$ cat config.mk
export PLATFORM = sky130hd
export DESIGN_NAME = vga_pixel_fetch
export DESIGN_NICKNAME = d
export VERILOG_FILES = /design/src/rtl/vga_pixel_fetch.sv
export SDC_FILE = /design/constraint.sdc
export NUM_CORES = 1
export LEC_CHECK = 0
export CORE_ASPECT_RATIO = 1.2
export CORE_MARGIN = 1
export CORE_UTILIZATION = 53
export DETAILED_ROUTE_END_ITERATION = 8
export GPL_ROUTABILITY_DRIVEN = 0
export PLACE_DENSITY = 0.76
export SLEW_MARGIN = 10
export SYNTH_ARGS = -nofsm -noshare
export SYNTH_HDL_FRONTEND = slang
export SYNTH_SLANG_ARGS = --single-unit
$ cat constraint.sdc
create_clock -name vga_clk -period 1.6 [get_ports vga_clk]
set_clock_uncertainty 0.15 [all_clocks]
set_input_delay 0.16 -clock vga_clk [delete_from_list [all_inputs] [get_ports vga_clk]]
set_output_delay 0.16 -clock vga_clk [all_outputs]
set_load 0.005 [all_outputs]
$ cat src/rtl/vga_pixel_fetch.sv
// Framebuffer fetch plus 16-entry double-buffered palette producing 4:4:4 RGB aligned with sync.
// Define VGA_TESTBARS_EN to replace the framebuffer fetch with eight 128-pixel palette bars.
module vga_pixel_fetch #(
  parameter int ADDR_W     = 16,
  parameter int FB_PIXELS  = 38400,
  parameter int RD_LATENCY = 1
) (
  input  logic              vga_clk,
  input  logic              reset,
  input  logic              blank_n_in,
  input  logic              hs_in,
  input  logic              vs_in,
  input  logic [10:0]       pixel_h,
  input  logic [31:0]       pixel_addr,
  output logic              mem_rd_en,
  output logic [ADDR_W-1:0] mem_rd_addr,
  input  logic [7:0]        mem_rd_data,
  input  logic              pal_we,
  input  logic [3:0]        pal_waddr,
  input  logic [11:0]       pal_wdata,
  output logic [3:0]        red,
  output logic [3:0]        green,
  output logic [3:0]        blue,
  output logic              hs_out,
  output logic              vs_out,
  output logic              blank_n_out,
  output logic              frame_start
);

  localparam int LAST = RD_LATENCY;

  // Bit 0 is the stage-0 request; bit LAST lines up with mem_rd_data.
  logic [LAST:0] valid_pipe_reg;
  logic [LAST:0] vis_pipe_reg;
  logic [LAST:0] hs_pipe_reg;
  logic [LAST:0] vs_pipe_reg;

  logic        fetch_next;
  logic        vs_prev_reg;
  logic        commit;
  logic [3:0]  index;
  logic [11:0] pix;
  logic [11:0] active_q [16];
  logic        unused_bits;

`ifdef VGA_TESTBARS_EN
  logic [3:0] bar_pipe_reg [LAST+1];

  assign fetch_next = 1'b0;

  always_ff @(posedge vga_clk) begin
    if (reset) begin
      for (int i = 0; i <= LAST; i++) bar_pipe_reg[i] <= 4'd0;
    end else begin
      bar_pipe_reg[0] <= {1'b0, pixel_h[9:7]};
      for (int i = 1; i <= LAST; i++) bar_pipe_reg[i] <= bar_pipe_reg[i-1];
    end
  end

  assign index = bar_pipe_reg[LAST];
`else
  localparam logic [31:0] FB_LIMIT = 32'(FB_PIXELS);

  assign fetch_next = blank_n_in && (pixel_addr < FB_LIMIT);
  // Off-framebuffer or unfetched pixels fall back to palette entry 0.
  assign index = valid_pipe_reg[LAST] ? mem_rd_data[3:0] : 4'd0;
`endif

  assign unused_bits = ^{mem_rd_data, pixel_h, pixel_addr, valid_pipe_reg};

  always_ff @(posedge vga_clk) begin
    if (reset) begin
      mem_rd_en      <= 1'b0;
      mem_rd_addr    <= '0;
      valid_pipe_reg <= '0;
      vis_pipe_reg   <= '0;
      hs_pipe_reg    <= '0;
      vs_pipe_reg    <= '0;
    end else begin
      mem_rd_en <= fetch_next;
      if (fetch_next) mem_rd_addr <= pixel_addr[ADDR_W-1:0];
      valid_pipe_reg <= {valid_pipe_reg[LAST-1:0], fetch_next};
      vis_pipe_reg   <= {vis_pipe_reg[LAST-1:0], blank_n_in};
      hs_pipe_reg    <= {hs_pipe_reg[LAST-1:0], hs_in};
      vs_pipe_reg    <= {vs_pipe_reg[LAST-1:0], vs_in};
    end
  end

  assign commit = vs_in && !vs_prev_reg;

  always_ff @(posedge vga_clk) begin
    if (reset) begin
      vs_prev_reg <= 1'b0;
      frame_start <= 1'b0;
    end else begin
      vs_prev_reg <= vs_in;
      frame_start <= commit;
    end
  end

  // Shadow takes writes any time; active only changes on commit, so a
  // write on the commit cycle is seen one frame later.
  genvar gi;
  generate
    for (gi = 0; gi < 16; gi++) begin : g_pal
      localparam logic [3:0] GREY = 4'(gi);
      logic [11:0] shadow_reg;
      logic [11:0] active_reg;

      always_ff @(posedge vga_clk) begin
        if (reset) begin
          shadow_reg <= {GREY, GREY, GREY};
          active_reg <= {GREY, GREY, GREY};
        end else begin
          if (commit) active_reg <= shadow_reg;
          if (pal_we && (pal_waddr == GREY)) shadow_reg <= pal_wdata;
        end
      end

      assign active_q[gi] = active_reg;
    end
  endgenerate

  assign pix = active_q[index];

  always_ff @(posedge vga_clk) begin
    if (reset) begin
      red         <= 4'd0;
      green       <= 4'd0;
      blue        <= 4'd0;
      hs_out      <= 1'b0;
      vs_out      <= 1'b0;
      blank_n_out <= 1'b0;
    end else begin
      {red, green, blue} <= vis_pipe_reg[LAST] ? pix : 12'd0;
      hs_out      <= hs_pipe_reg[LAST];
      vs_out      <= vs_pipe_reg[LAST];
      blank_n_out <= vis_pipe_reg[LAST];
    end
  end

endmodule

======== After elaboration in Yosys (flattened, before gate mapping) ========
Index checks and enable logic that the tools add are counted.
word-level totals
  register bits after elaboration ......... 426
  input bits .............................. 73
operators by class
  order comparisons ....................... 2
  equal/unequal tests ..................... 15
  muxes and demuxes ....................... 4
  bitwise gates (word level) .............. 2
  reduce and logical (&&, ||, !) cells .... 21
operators by type and width
  operator                                                                        number
  12-bit binary-select mux with 4-bit select                                      1
  4-bit equality test, second input constant                                      8
  32-bit by 16-bit less-than comparator with 1-bit output, second input constant  1
  12-bit two-way mux                                                              2
  1-bit logical AND                                                               18
  4-bit by 3-bit equality test with 1-bit output, second input constant           4
  4-bit by 2-bit equality test with 1-bit output, second input constant           2
  5-bit >= comparator, second input constant                                      1
  4-bit NOT with 5-bit output                                                     1
  4-bit by 1-bit equality test with 1-bit output, second input constant           1
  4-bit logical NOT                                                               1
  4-bit two-way mux                                                               1
  2-bit OR reduction                                                              1
  1-bit logical NOT                                                               1
  1-bit NOT                                                                       1

======== Depth between registers and ports, before layout ========
  word-level depth ........................ 5
  depth in mapped cells ................... 7
  gate-level depth less buffers ........... 4

======== Worst setup path after synthesis ========
Ideal clock, no wire load.
  path type ............................... reg2reg
  from .................................... register valid_pipe_reg[1]
  to ...................................... register blue[1]
  setup time .............................. 126 ps
  data arrival time ....................... 1424 ps
  required time ........................... 1324 ps
  slack ................................... -100 ps
  stages on the path, launching flop included .. 6
  path through ............................ dfxtp_1 nand2_1 clkbuf_1 mux2_2 o211ai_1 nand3_1
on the way
  word-level cells in the longest chain between the ends .. 5
RTL lines
  element                                                 RTL line  RTL
  from (decl)                                             33        logic [LAST:0] valid_pipe_reg;
  from (signal assigned)                                  82        valid_pipe_reg <= {valid_pipe_reg[LAST-1:0], fetch_next};
  4-bit two-way mux                                       66        assign index = valid_pipe_reg[LAST] ? mem_rd_data[3:0] : 4'd0;
  4-bit NOT with 5-bit output (implied by the code)       124       assign pix = active_q[index];
  12-bit binary-select mux with 4-bit select              124
  12-bit two-way mux (implied by the code) (2 in series)  124
  to (signal assigned)                                    135       {red, green, blue} <= vis_pipe_reg[LAST] ? pix : 12'd0;
  to (decl)                                               23        output logic [3:0] blue,
No other way between the ends. The select of a mux whose other input is x is not followed.
A chain may end at the register's enable or synchronous reset.

======== Worst setup path after layout ========
  from .................................... register valid_pipe_reg[1]
  to ...................................... register blue[2]
Same word-level chain as after synthesis.

==> results.yml <==
critical_path:
  criticalPathCategory: "reg -> reg"
  critical_path.max_fanout: 6
  worst_path_largest_cell_delay_ps: 360
  endpoint_kind: "flop"
  start_kind: "flop"
  critPathSlowestCell: "sky130_fd_sc_hd__dfxtp_2"
  r2r_cells: 6
  critical_path_cell_by_cell: "nand2_4 -> buf_6 -> buf_16 -> mux2_4 -> o211ai_1 -> nand3_1"
  critPathRequiredTime_ps: 1870
  arrival_ps: 1980
timing:
  layout_min_cycle_time_ps: 1710
  max-slew-margin-rel_pct: 60.6
  fmax_mhz: 585
  drv_slew: 0
  grt_setup_unrepaired: "true"
  timing.final.crit_share_pct: 107
  worst_margin_slew_ps: 592
  final_setup_vio_count: 12
  hold_viol: 0
  final.hold.worst_slack_ps: 25.3
  timing.final.ws_setup_ps: -108
global_routing:
  grt_max_degree: 114
  grt_pass1_vias: 13900
  track_usage_pct: 28.6
  initial_antenna_violation_count: 0
  globalRoute.totalOverflow: 0
  wire_length_of_the_first_global_routing_pass_um: 71000
logic_synthesis:
  synth.mux.area_fraction_pct: 7.44
  synth_simple_gate_area_share_pct: 28.0
  synth-compound-area-share_pct: 7.91
  synth-edff-count: 0
  post_synth.cell_area_avg_um2: 8.02
  synth.area.top_cells: "sky130_fd_sc_hd__dfxtp_1 (53%), sky130_fd_sc_hd__nand2_1 (19%), sky130_fd_sc_hd__nand3_1 (6.8%), sky130_fd_sc_hd__a21oi_1 (5.9%), sky130_fd_sc_hd__clkbuf_1 (3.4%)"
  dominant_combinational_cell_family_by_area_after_synthesis: "simple AND/OR/NAND/NOR gates"
  ys.flop_type: "sky130_fd_sc_hd__dfxtp_1"
  synth_largest_area_cell: "sky130_fd_sc_hd__dfxtp_1"
  postSynthCellCount: 2013
  register_area_share_after_synthesis_pct: 52.6
  post_synth_fa_ha_maj_area_fraction_pct: 0
  yosys.cell_types.count: 34
  synthesized_cell_area_mm2: 0.0162
  synthesis.nets: 2086
  synth.yosys.warnings: 0
  yosys.area_share.xor_xnor_pct: 0
  synth-async-reset-ratio_pct: 0
  yosys.area.top_type_share_pct: 52.6
  ys_ff_latch: 424
layout:
  layout-drive-gt1-share_pct: 13.5
  mostFrequentLayoutCells: "sky130_fd_sc_hd__nand2_1 (825), sky130_fd_sc_hd__dfxtp_1 (416), sky130_fd_sc_hd__nand3_1 (221)"
  final_common_cell: "sky130_fd_sc_hd__nand2_1"
  postLayoutCellArea_mm2: 0.0202
  finalNetCount: 2203
  antennaDiodeCount: 0
  area_growth_from_synthesis_to_layout_pct: 24.8
  final-instance-count-excl-fill: 2550
placement:
  io_buffer_count: 90
  dp_hpwl_um: 29000
  place_area_mm2: 0.0186
  pre_cts_slack_ps: -550
  numPlacedInstances: 2471
drt:
  detail_route.wirelength_um: 44700
  detail_route.wl_per_cell_um: 17.5
  drtIter0Drc: 1366
  detailedRoute.firstPassIterationCount: 6
  route.vias.total: 14300
  route.detailed.drc: 0
  final_antenna_net_count: 0
  per_cell_via_count_in_the_routed_design: 5.62
hold_path:
  min_path_cells: 3
  hp-class: "in -> reg"
status:
  failed_checks: "setup timing"
  status: "finished with violations"
clock_tree:
  worst_setup_hold_path_clk_slew_ps: 60
  numCtsBuffers: 41
  cts.sinks: 424
  tritoncts: "done"
  insertion_delay_ps: 550
  ctsLongestPathBuffers: 3
  cts_root_buffer: "sky130_fd_sc_hd__clkbuf_16"
  cts_htree_levels: 2
job:
  maxCapViolCount: 0
die:
  ioPinCount: 106
  row_count: 69
  die_width_um: 161
  die_height_um: 193
  starting_density_of_the_core_pct: 54.2
  core_area_mm2: 0.0298
  floorplan.die_area_mm2: 0.0312
power:
  max-vdd-ir-drop_uv: 825
  p_leak_nw: 8.40
  power_per_cell_area_mw_per_mm2: 1110
through the flow:
step	power [W]	utilization (%)	TNS [ps]
after floorplan	0.0121	-	-678
final	0.0225	67.7	-496
after global placement	0.0129	62.4	-61850
after CTS	0.0226	67.5	-406
after global routing	0.0232	67.7	-893
after detailed placement	0.0129	62.4	-70710
layer usage:
metal | GRT usage, % | part of all wire (%)
met5 | 0 | 0
met4 | 11.9 | 3.3
met3 | 5.36 | 7.8
met2 | 50.0 | 50
met1 | 34.1 | 39
layout make-up:
class,instances,area [µm²]
Clock buffer,61,1210
Clock inverter,12,164
Fill cell,2288,9630
Inverter,1,8.76
Multi-Input combinational cell,1421,7140
Sequential cell,424,8500
Tap cell,390,488
Timing Repair Buffer,241,2650
synth_stat cells, drive strengths merged, types with 12 or more instances:
cell    number
dfxtp      424
mux4        24
mux2        24
mux2i       39
a22oi       12
buf         20
a21oi      192
o211ai      24
nor2        16
nor2b       14
clkbuf     148
nand3      221
nand2      826
critical path: cells and delay by family, from the launching register on:
family,cells,cell delay (ps)
multiplexers,1,290
flip-flops,1,360
buffers and inverters,2,310
AO/OA/AOI/OAI,1,230
AND/OR/NAND/NOR,2,240
kinds of logic after synthesis:
logic type | count (synthesis)
and+or+nand+nor | 1101
DFF | 424
AOI/OAI and AO/OA | 232
buffers and inverters | 169
muxes | 87
repair_timing:
action	in CTS	in global routing
endpoints found under the setup margin	45	68
hold buffers	1	0
pin swaps	14	18
gates resized for setup	61	15
hold endpoints to repair	29	0
buffers inserted	2	1
gates cloned	3	2
where the power goes:
part	total (W)	switching [W]	internal, W
Combinational	0.00177	0.00100	0.000764
Sequential	0.0110	0.000134	0.0108
Clock	0.00973	0.00399	0.00574
Total	0.0225	0.00512	0.0173
worst paths after layout:
| path | from | to | slack (ps) |
|---|---|---|---|
| hold / removal | pixel_addr[8] | mem_rd_addr[8] | 30 |
| setup reg to reg | valid_pipe_reg[1] | blue[2] | -110 |
| setup / recovery | valid_pipe_reg[1] | blue[2] | -110 |
| hold reg to reg | hs_pipe_reg[1] | hs_out | 290 |
Power figures use the tool's default switching activity.
